<file path="src/rtl/cprv_ram_burst_master.sv">
// cprv_ram_burst_master: bursts words between a
// command/stream interface and a single-port RAM.
//
// Ports:
//   clk, rst            clock, async active-high reset
//   cmd_valid_i/ready_o command handshake
//   cmd_write_i         1 = write burst, 0 = read burst
//   cmd_addr_i          start word address
//   cmd_len_i           beat count (0 = no RAM access)
//   wd_valid_i/ready_o  write-data stream in
//   wd_data_i           write-data payload
//   rd_valid_o/ready_i  read-data stream out
//   rd_data_o           read-data payload (FIFO head)
//   ram_valid_o/ready_i RAM request handshake
//   ram_w_en_o          request is a write
//   ram_addr_o          request word address
//   ram_wdata_o         request write data
//   ram_valid_i         RAM response strobe
//   ram_ready_o         response accept (always 1)
//   ram_rdata_i         RAM response data
//   busy_o              burst in progress
//   done_o              one-cycle burst completion
module cprv_ram_burst_master #(
  parameter int ADDR_WIDTH = 7,
  parameter int DATA_WIDTH = 64,
  parameter int LEN_WIDTH  = 8
) (
  input  logic                  clk,
  input  logic                  rst,
  input  logic                  cmd_valid_i,
  output logic                  cmd_ready_o,
  input  logic                  cmd_write_i,
  input  logic [ADDR_WIDTH-1:0] cmd_addr_i,
  input  logic [LEN_WIDTH-1:0]  cmd_len_i,
  input  logic                  wd_valid_i,
  output logic                  wd_ready_o,
  input  logic [DATA_WIDTH-1:0] wd_data_i,
  output logic                  rd_valid_o,
  input  logic                  rd_ready_i,
  output logic [DATA_WIDTH-1:0] rd_data_o,
  output logic                  ram_valid_o,
  input  logic                  ram_ready_i,
  output logic                  ram_w_en_o,
  output logic [ADDR_WIDTH-1:0] ram_addr_o,
  output logic [DATA_WIDTH-1:0] ram_wdata_o,
  input  logic                  ram_valid_i,
  output logic                  ram_ready_o,
  input  logic [DATA_WIDTH-1:0] ram_rdata_i,
  output logic                  busy_o,
  output logic                  done_o
);

  typedef enum logic [1:0] {
    IDLE,
    RD,
    WR,
    DRAIN
  } state_t;

  state_t state_q, state_d;

  logic [ADDR_WIDTH-1:0] addr_q;
  logic [LEN_WIDTH-1:0]  beats_q;
  logic                  wr_q;
  logic                  out_q;
  logic                  done_q, done_d;

  logic [DATA_WIDTH-1:0] fifo_q [2];
  logic                  wp_q, rp_q;
  logic [1:0]            cnt_q;

  logic       cmd_hs;
  logic       req_hs;
  logic       rsp;
  logic       push;
  logic       pop;
  logic       last;
  logic       room;
  logic [2:0] fill;

  assign cmd_hs = cmd_valid_i & cmd_ready_o;
  assign req_hs = ram_valid_o & ram_ready_i;
  // Responses with nothing outstanding are
  // stale (e.g. from before a reset): ignore.
  assign rsp    = ram_valid_i & out_q;
  assign push   = rsp & ~wr_q;
  assign pop    = rd_valid_o & rd_ready_i;
  assign last   = beats_q == LEN_WIDTH'(1);

  // Only issue a read if its data is
  // guaranteed a FIFO slot on return.
  assign fill = {1'b0, cnt_q} + {2'b00, out_q};
  assign room = fill < 3'd2;

  assign ram_ready_o = 1'b1;
  assign ram_addr_o  = addr_q;
  assign rd_valid_o  = cnt_q != 2'd0;
  assign rd_data_o   = fifo_q[rp_q];
  assign done_o      = done_q;
  assign busy_o      = state_q != IDLE;

  always_comb begin
    state_d     = state_q;
    done_d      = 1'b0;
    cmd_ready_o = 1'b0;
    wd_ready_o  = 1'b0;
    ram_valid_o = 1'b0;
    ram_w_en_o  = 1'b0;
    ram_wdata_o = '0;
    unique case (state_q)
      IDLE: begin
        cmd_ready_o = ~rst;
        if (cmd_hs) begin
          if (cmd_len_i == '0) begin
            done_d = 1'b1;
          end else if (cmd_write_i) begin
            state_d = WR;
          end else begin
            state_d = RD;
          end
        end
      end
      WR: begin
        ram_valid_o = wd_valid_i;
        wd_ready_o  = ram_ready_i;
        ram_w_en_o  = 1'b1;
        ram_wdata_o = wd_data_i;
        if (req_hs && last) begin
          state_d = DRAIN;
        end
      end
      RD: begin
        ram_valid_o = room;
        if (req_hs && last) begin
          state_d = DRAIN;
        end
      end
      DRAIN: begin
        if (!out_q && (wr_q || cnt_q == 2'd0)) begin
          state_d = IDLE;
          done_d  = 1'b1;
        end
      end
      default: begin
        state_d = IDLE;
      end
    endcase
  end

  always_ff @(posedge clk or posedge rst) begin
    if (rst) begin
      state_q <= IDLE;
      done_q  <= 1'b0;
    end else begin
      state_q <= state_d;
      done_q  <= done_d;
    end
  end

  always_ff @(posedge clk or posedge rst) begin
    if (rst) begin
      addr_q  <= '0;
      beats_q <= '0;
      wr_q    <= 1'b0;
    end else if (cmd_hs) begin
      addr_q  <= cmd_addr_i;
      beats_q <= cmd_len_i;
      wr_q    <= cmd_write_i;
    end else if (req_hs) begin
      addr_q  <= addr_q + ADDR_WIDTH'(1);
      beats_q <= beats_q - LEN_WIDTH'(1);
    end
  end

  always_ff @(posedge clk or posedge rst) begin
    if (rst) begin
      out_q <= 1'b0;
    end else if (req_hs && !rsp) begin
      out_q <= 1'b1;
    end else if (rsp && !req_hs) begin
      out_q <= 1'b0;
    end
  end

  always_ff @(posedge clk) begin
    if (push) begin
      fifo_q[wp_q] <= ram_rdata_i;
    end
  end

  always_ff @(posedge clk or posedge rst) begin
    if (rst) begin
      wp_q  <= 1'b0;
      rp_q  <= 1'b0;
      cnt_q <= 2'd0;
    end else begin
      if (push) begin
        wp_q <= ~wp_q;
      end
      if (pop) begin
        rp_q <= ~rp_q;
      end
      if (push && !pop) begin
        cnt_q <= cnt_q + 2'd1;
      end else if (pop && !push) begin
        cnt_q <= cnt_q - 2'd1;
      end
    end
  end

endmodule

</file>
<file path="config.mk">
export PLATFORM = sky130hd
export DESIGN_NAME = cprv_ram_burst_master
export DESIGN_NICKNAME = d
export VERILOG_FILES = /design/src/rtl/cprv_ram_burst_master.sv
export SDC_FILE = /design/constraint.sdc
export NUM_CORES = 1
export LEC_CHECK = 0
export CAP_MARGIN = 20
export CORE_MARGIN = 2
export CORE_UTILIZATION = 38
export DETAILED_ROUTE_END_ITERATION = 7
export PLACE_DENSITY = 0.77
export SKIP_CTS_REPAIR_TIMING = 1
export SLEW_MARGIN = 20
export SYNTH_ARGS = -nofsm -noshare
export SYNTH_HDL_FRONTEND = slang
export SYNTH_SLANG_ARGS = --single-unit
</file>
<file path="constraint.sdc">
create_clock -name clk -period 5.6 [get_ports clk]
set_clock_uncertainty 0.1 [all_clocks]
set_input_delay 0.84 -clock clk [delete_from_list [all_inputs] [get_ports clk]]
set_output_delay 0.84 -clock clk [all_outputs]
set_load 0.005 [all_outputs]
</file>
==> run_results.csv, run 1 <==
group,metric,value,unit
timing,hold_slack,461,ps
critical_path,cp_max_fo,36,
global_routing,grt_max_degree,67,
floorplanning,ioPinCount,294,
detailed_routing,drc_errors,0,
place,place_inst,928,
critical_path,ff2ff_path_depth,4,
finish,final_cells,959,
worst_hold_path,hold_end,"cnt_q[0]$_DFFE_PP0P_",
place,io_buffers,292,
synth,yosysTopAreaCell,"edfxtp_1",
clocking,root_buffer,"clkbuf_16",
synth,synth_edf_count,128,
worst_hold_path,hold_path.class,"reg -> reg",
finish,area_growth,56.9,%
synth,syn_nets,594,
global_routing,use_met1,22.0,%
timing,period_share,64.3,%
clocking,clk_latency,420,ps
finish,nFillCells,1255,
synth,synth.cell_area,0.00652,sq mm
global_routing,use_met2,34.1,%
finish,fin_util,61.2,%
synth,yosysTopAreaCellShare,59.0,%
floorplanning,initial_core_util,39.0,%
floorplanning,die_area,0.0182,sq mm
synth,yosysWarnings,0,
power,peakVddDrop,0.000223,V
timing,setup_viol,0,
run,cap_violations,0,
clocking,cts-htree-levels,4,
timing,final_max_slew_viol_count,0,
clocking,cts_buffers,17,
finish,multi_input_area,0.00195,sq mm
detailed_routing,ant_nets,0,
detailed_routing,routedWlPerCell,19.0,um
detailed_routing,vias,4654,
finish,drive_above_1_share,14.6,%
place,place_hpwl,13100,um
timing,hold_viol,0,
critical_path,startpoint_type,"flop",
detailed_routing,wl,18200,um
critical_path,slowest_delay,810,ps
global_routing,grt_overflow,0,
synth,ys_async_sr_fraction,15.8,%
floorplanning,die_w,135,um
detailed_routing,firstDrtPassIters,4,
timing,tns,0,ps
place,post-place-ws,2110,ps
power,p_leak,3.64,nW
critical_path,end_kind,"primary output",
power,total_power,4.17,mW
synth,synth_seq_cells,152,
synth,yosysUniqueCellTypes,39,
critical_path,regToRegSetupSlack,3030,ps
worst_hold_path,holdCritStartpoint,"cnt_q[0]$_DFFE_PP0P_",
critical_path,crit_chain,"buf_4, mux2_2, clkdlybuf4s50_1",
global_routing,antenna_found_initial,0,
timing,slew_headroom,30.4,%
synth,yosys-top-cells-area,"edfxtp_1 59%, mux2_2 11%, dfrtp_1 9.2%",
worst_hold_path,worstHoldPathCells,1,
critical_path,critical_path.slowest_cell,"dfrtp_2",
critical_path,r2r-start,"out_q$_DFFE_PP0P_",
timing,fin_ws,2000,ps
critical_path,arrival,2660,ps
global_routing,top_usage_layer,"met2",
outcome,status,"finished clean",
synth,ys.flop_type,"edfxtp_1",
synth,synth_cells,433,
critical_path,required,4660,ps
global_routing,track_usage,19.7,%
power,p_per_area,408,mW/mm^2
finish,design_area,0.0102,sq mm
floorplanning,core,0.0167,sq mm
floorplanning,die_y,135,um
timing,fmax,278,MHz
global_routing,first_global_vias,4894,
global_routing,grt_pass1_wl,26800,um
place,post_dp_cell_area,0.00966,sq mm
synth,seq_area_frac_synth,68.2,%
clocking,cts_buffer_depth,2,
timing,tightestPinTransition,1040,ps
clocking,cts.sinks,152,
floorplanning,row_count,47,
synth,syn_area_per_cell,15.0,sq um
detailed_routing,drt-initial-drc-count,282,
detailed_routing,via_per_inst,4.85,
critical_path,critical_path_class,"reg -> out",
timing,rsz0062_at_grt,"false",
finish,finalNetCount,888,
finish,num_antenna_cells,0,
place,place.gp.congestion,0.937,
clocking,cts_tree,"built",
clocking,clkTransAtPathRegs,60,ps
global_routing,grtUsageMet3,9.35,%
critical_path,reg2reg_to,"fifo_q[1][1]$_DFFE_PP_",
timing,fin_crit,3600,ps
finish,register_area,0.00445,sq mm
routing by layer:
metal	routed length (um)	share of wire (%)	vias up
li1	-	-	2175
met5	0	0	-
met1	6840	38	2240
met4	233	1.3	0
met3	2120	12	18
met2	9020	50	221
power breakdown:
group          switching (mW)  total, mW  internal (mW)
sequential              0.147       1.51           1.36
clock                   0.465       1.08          0.620
combinational           0.615       1.58          0.962
flip-flops by register name, summed over array words and instances (netlist names):
name,flops
beats_q,8
cnt_q,2
done_o,1
fifo_q,128
out_q,1
ram_addr_o,7
rp_q,1
state_q,2
wp_q,1
wr_q,1
critical path, delay by kind of cell (launching register included):
kind | cells | cell delay, ps
buf+inv | 2 | 1000
flops | 1 | 810
mux | 1 | 400
cell type report:
cell class / count / area share (%)
Multi-Input combinational cell: 250 / 19.0
Inverter: 10 / 0.367
Sequential cell: 152 / 43.5
Clock buffer: 17 / 4.16
Timing Repair Buffer: 296 / 28.9
Tap cell: 220 / 2.69
Clock inverter: 14 / 1.37
cell usage after synthesis, types with 2 or more instances:
cell type  instances
a21oi_1            3
a31oi_1            4
and2_1            69
buf_2              9
clkbuf_1          10
dfrtp_1           24
edfxtp_1         128
ha_1              10
inv_1             10
mux2_2            65
mux2i_1            4
nand2_1           21
nand3_1            9
nand4_1            4
nor2_1            14
nor2b_1            2
nor4_1             3
o211ai_1           2
o21ai_0           10
or3_1              2
or4_1              2
xnor2_1            4
xor2_1             8
how the worst max path moves through the flow:
| stage | endpoint | startpoint | depth (start not counted) |
|---|---|---|---|
| 2_1_floorplan | fifo_q[0][0]$_DFFE_PP_ | ram_valid_i | 2 |
| 3_3_place_gp | fifo_q[1][51]$_DFFE_PP_ | ram_valid_i | 5 |
| 3_5_place_dp | fifo_q[1][46]$_DFFE_PP_ | ram_valid_i | 5 |
| 4_1_cts | rd_data_o[19] | rp_q$_DFFE_PP0P_ | 3 |
| 5_1_grt | rd_data_o[19] | rp_q$_DFFE_PP0P_ | 3 |
| 6_report | rd_data_o[9] | rp_q$_DFFE_PP0P_ | 3 |
kinds of logic (layout without fill, tap and decap cells):
logic type | Yosys count | count (layout) | synth area share [%]
flip-flops | 152 | 152 | 68.2
AND/OR/NAND/NOR | 134 | 134 | 11.8
multiplexers | 69 | 69 | 11.8
buffers and inverters | 31 | 337 | 2.13
AO/OA/AOI/OAI | 24 | 24 | 2.42
XOR/XNOR | 12 | 12 | 1.61
adder cells (fa/ha/maj) | 10 | 10 | 1.92
other | 1 | 1 | 0.0575
cell usage in the layout, fill, tap and decap left out, types with 9 or more instances in the layout:
cell / instances
clkbuf_16: 17
dfrtp_1: 23
edfxtp_1: 128
ha_1: 10
clkdlybuf4s50_1: 292
inv_1: 9
and2_1: 68
mux2_2: 65
o21ai_0: 10
nor2_1: 14
nand3_1: 9
nand2_1: 21
(Power assumes the default switching activity.)
==> inputs of run 2 (changes only) <==
Clock period 5.6 ns to 3 ns, I/O delays scaled along.
==> run_results.csv, run 2 (synthesized netlist as in run 1, its figures left out) <==
group,metric,value,unit
power,p_leak,3.69,nW
detailed_routing,drc_errors,0,
floorplanning,die_area,0.0182,sq mm
critical_path,required,2450,ps
worst_hold_path,holdCritStartpoint,"cnt_q[0]$_DFFE_PP0P_",
timing,fin_crit,2830,ps
global_routing,antenna_found_initial,2,
clocking,cts.sinks,152,
detailed_routing,met2_wirelength,9200,um
critical_path,startpoint_type,"flop",
finish,top_register,"fifo_q",
finish,largest_reg_flops,128,
detailed_routing,ant_nets,0,
finish,final_cell_mix,"292 x clkdlybuf4s50_1, 128 x edfxtp_1, 68 x and2_1",
place,place_hpwl,13800,um
clocking,cts-htree-levels,4,
critical_path,critical_path.slowest_cell,"clkdlybuf4s50_1",
finish,register_area,0.00445,sq mm
worst_hold_path,worstHoldPathCells,1,
timing,setup_viol,0,
critical_path,crit_buf_inv,2,
detailed_routing,wl,18800,um
finish,final_common_cell,"clkdlybuf4s50_1",
worst_hold_path,hold_end,"cnt_q[0]$_DFFE_PP0P_",
run,cap_violations,0,
detailed_routing,routedWlPerCell,19.5,um
clocking,cts_buffers,17,
critical_path,cp_max_fo,28,
detailed_routing,firstDrtPassIters,4,
power,p_per_area,771,mW/mm^2
finish,area_growth,58.5,%
clocking,cts_buffer_depth,2,
detailed_routing,drt-initial-drc-count,232,
timing,tns,0,ps
critical_path,crit_chain,"inv_1, ha_4, a32o_2, and2_1, clkdlybuf4s50_1",
floorplanning,die_w,135,um
detailed_routing,met3WireLength,2110,um
global_routing,track_usage,20.5,%
timing,tightestPinTransition,783,ps
critical_path,path_depth,5,
detailed_routing,via_per_inst,4.88,
clocking,clkTransAtPathRegs,60,ps
floorplanning,die_y,135,um
timing,hold_slack,441,ps
global_routing,grt_max_degree,65,
global_routing,first_global_vias,5000,
power,peakVddDrop,0.000587,V
place,io_buffers,292,
global_routing,grt_pass1_wl,27700,um
critical_path,slowest_delay,500,ps
critical_path,critical_path_class,"reg -> out",
detailed_routing,highest_layer,"met5",
finish,multi_input_area,0.00196,sq mm
finish,fin_util,61.9,%
worst_hold_path,hold_path.class,"reg -> reg",
floorplanning,row_count,47,
critical_path,end_kind,"primary output",
critical_path,ff2ff_path_depth,6,
critical_path,regToRegSetupSlack,750,ps
finish,drive_above_1_share,14.7,%
timing,rsz0062_at_grt,"false",
critical_path,r2r-start,"state_q[0]$_DFFE_PP0P_",
floorplanning,core,0.0167,sq mm
critical_path,arrival,2280,ps
global_routing,grt_overflow,0,
clocking,root_buffer,"clkbuf_16",
floorplanning,ioPinCount,294,
timing,fmax,354,MHz
finish,finalNetCount,891,
detailed_routing,vias,4704,
critical_path,reg2reg_to,"beats_q[5]$_DFFE_PP0P_",
timing,slew_headroom,47.8,%
finish,nFillCells,1227,
critical_path,crit_family,"buffers and inverters",
outcome,status,"finished clean",
place,place.gp.congestion,0.885,
timing,period_share,94.2,%
floorplanning,initial_core_util,39.0,%
detailed_routing,wl_met1,6830,um
clocking,cts_tree,"built",
timing,final_max_slew_viol_count,0,
finish,num_antenna_cells,0,
timing,hold_viol,0,
clocking,clk_latency,410,ps
-- run 2: changes by cell type in the layout (fill, tap and decap cells not counted), moves of 2 or more --
cell,change
clkbuf_1,+2
inv_6,-3
buf_12,+4
buf_4,-2
inv_8,-2
bufinv_16,+2
clkinv_2,+2
-- run 2: worst max path at each step --
stage / startpoint / to / slack, ps
after floorplan: ram_valid_i / fifo_q[1][0]$_DFFE_PP_ / 180
after global placement: state_q[0]$_DFFE_PP0P_ / ram_wdata_o[48] / 470
after detailed placement: state_q[0]$_DFFE_PP0P_ / ram_wdata_o[48] / 400
after CTS: state_q[0]$_DFFE_PP0P_ / ram_wdata_o[53] / -60
after global routing: state_q[0]$_DFFE_PP0P_ / ram_wdata_o[52] / 20
final: state_q[0]$_DFFE_PP0P_ / ram_valid_o / 170
-- run 2: worst reg2reg max path, delay by kind of cell (launching register included) --
kind,cells,cell delay (ps)
AO/OA/AOI/OAI,2,500
adder cells (fa/ha/maj),1,290
buffers and inverters,1,160
flip-flops,1,400
AND/OR/NAND/NOR,2,720
-- run 2: layer usage --
layer  GRT usage [%]  vias up
met2            34.3      247
li1                -     2173
met4            8.68        4
met5               0        -
met3            9.87       34
met1            22.3     2246
-- run 2: layout make-up --
cell class / count / share of cell area [%]
sequential: 152 / 43.0
timing repair buffer: 299 / 29.3
multi-input combinational: 250 / 19.0
clock buffer: 19 / 4.19
tap: 220 / 2.66
clock inverter: 13 / 1.48
inverter: 10 / 0.363
-- run 2: power breakdown --
group          internal [mW]  switching [mW]  total, mW
Clock                   1.30           0.790       2.09
Sequential              2.54           0.244       2.78
Combinational           1.87            1.23       3.10
Total                   5.71            2.26       7.97
-- run 2: metrics by stage --
stage / setup slack, ps / instance area [sq um] / cells / total power, mW
after floorplan: 182 / 6530 / 433 / 4.17
after global placement: 470 / 9730 / 931 / 5.82
after detailed placement: 402 / 9730 / 931 / 5.87
after CTS: -64.8 / 10300 / 963 / 8.02
after global routing: 24.0 / 10300 / 963 / 8.37
final: 173 / 10300 / 963 / 7.97
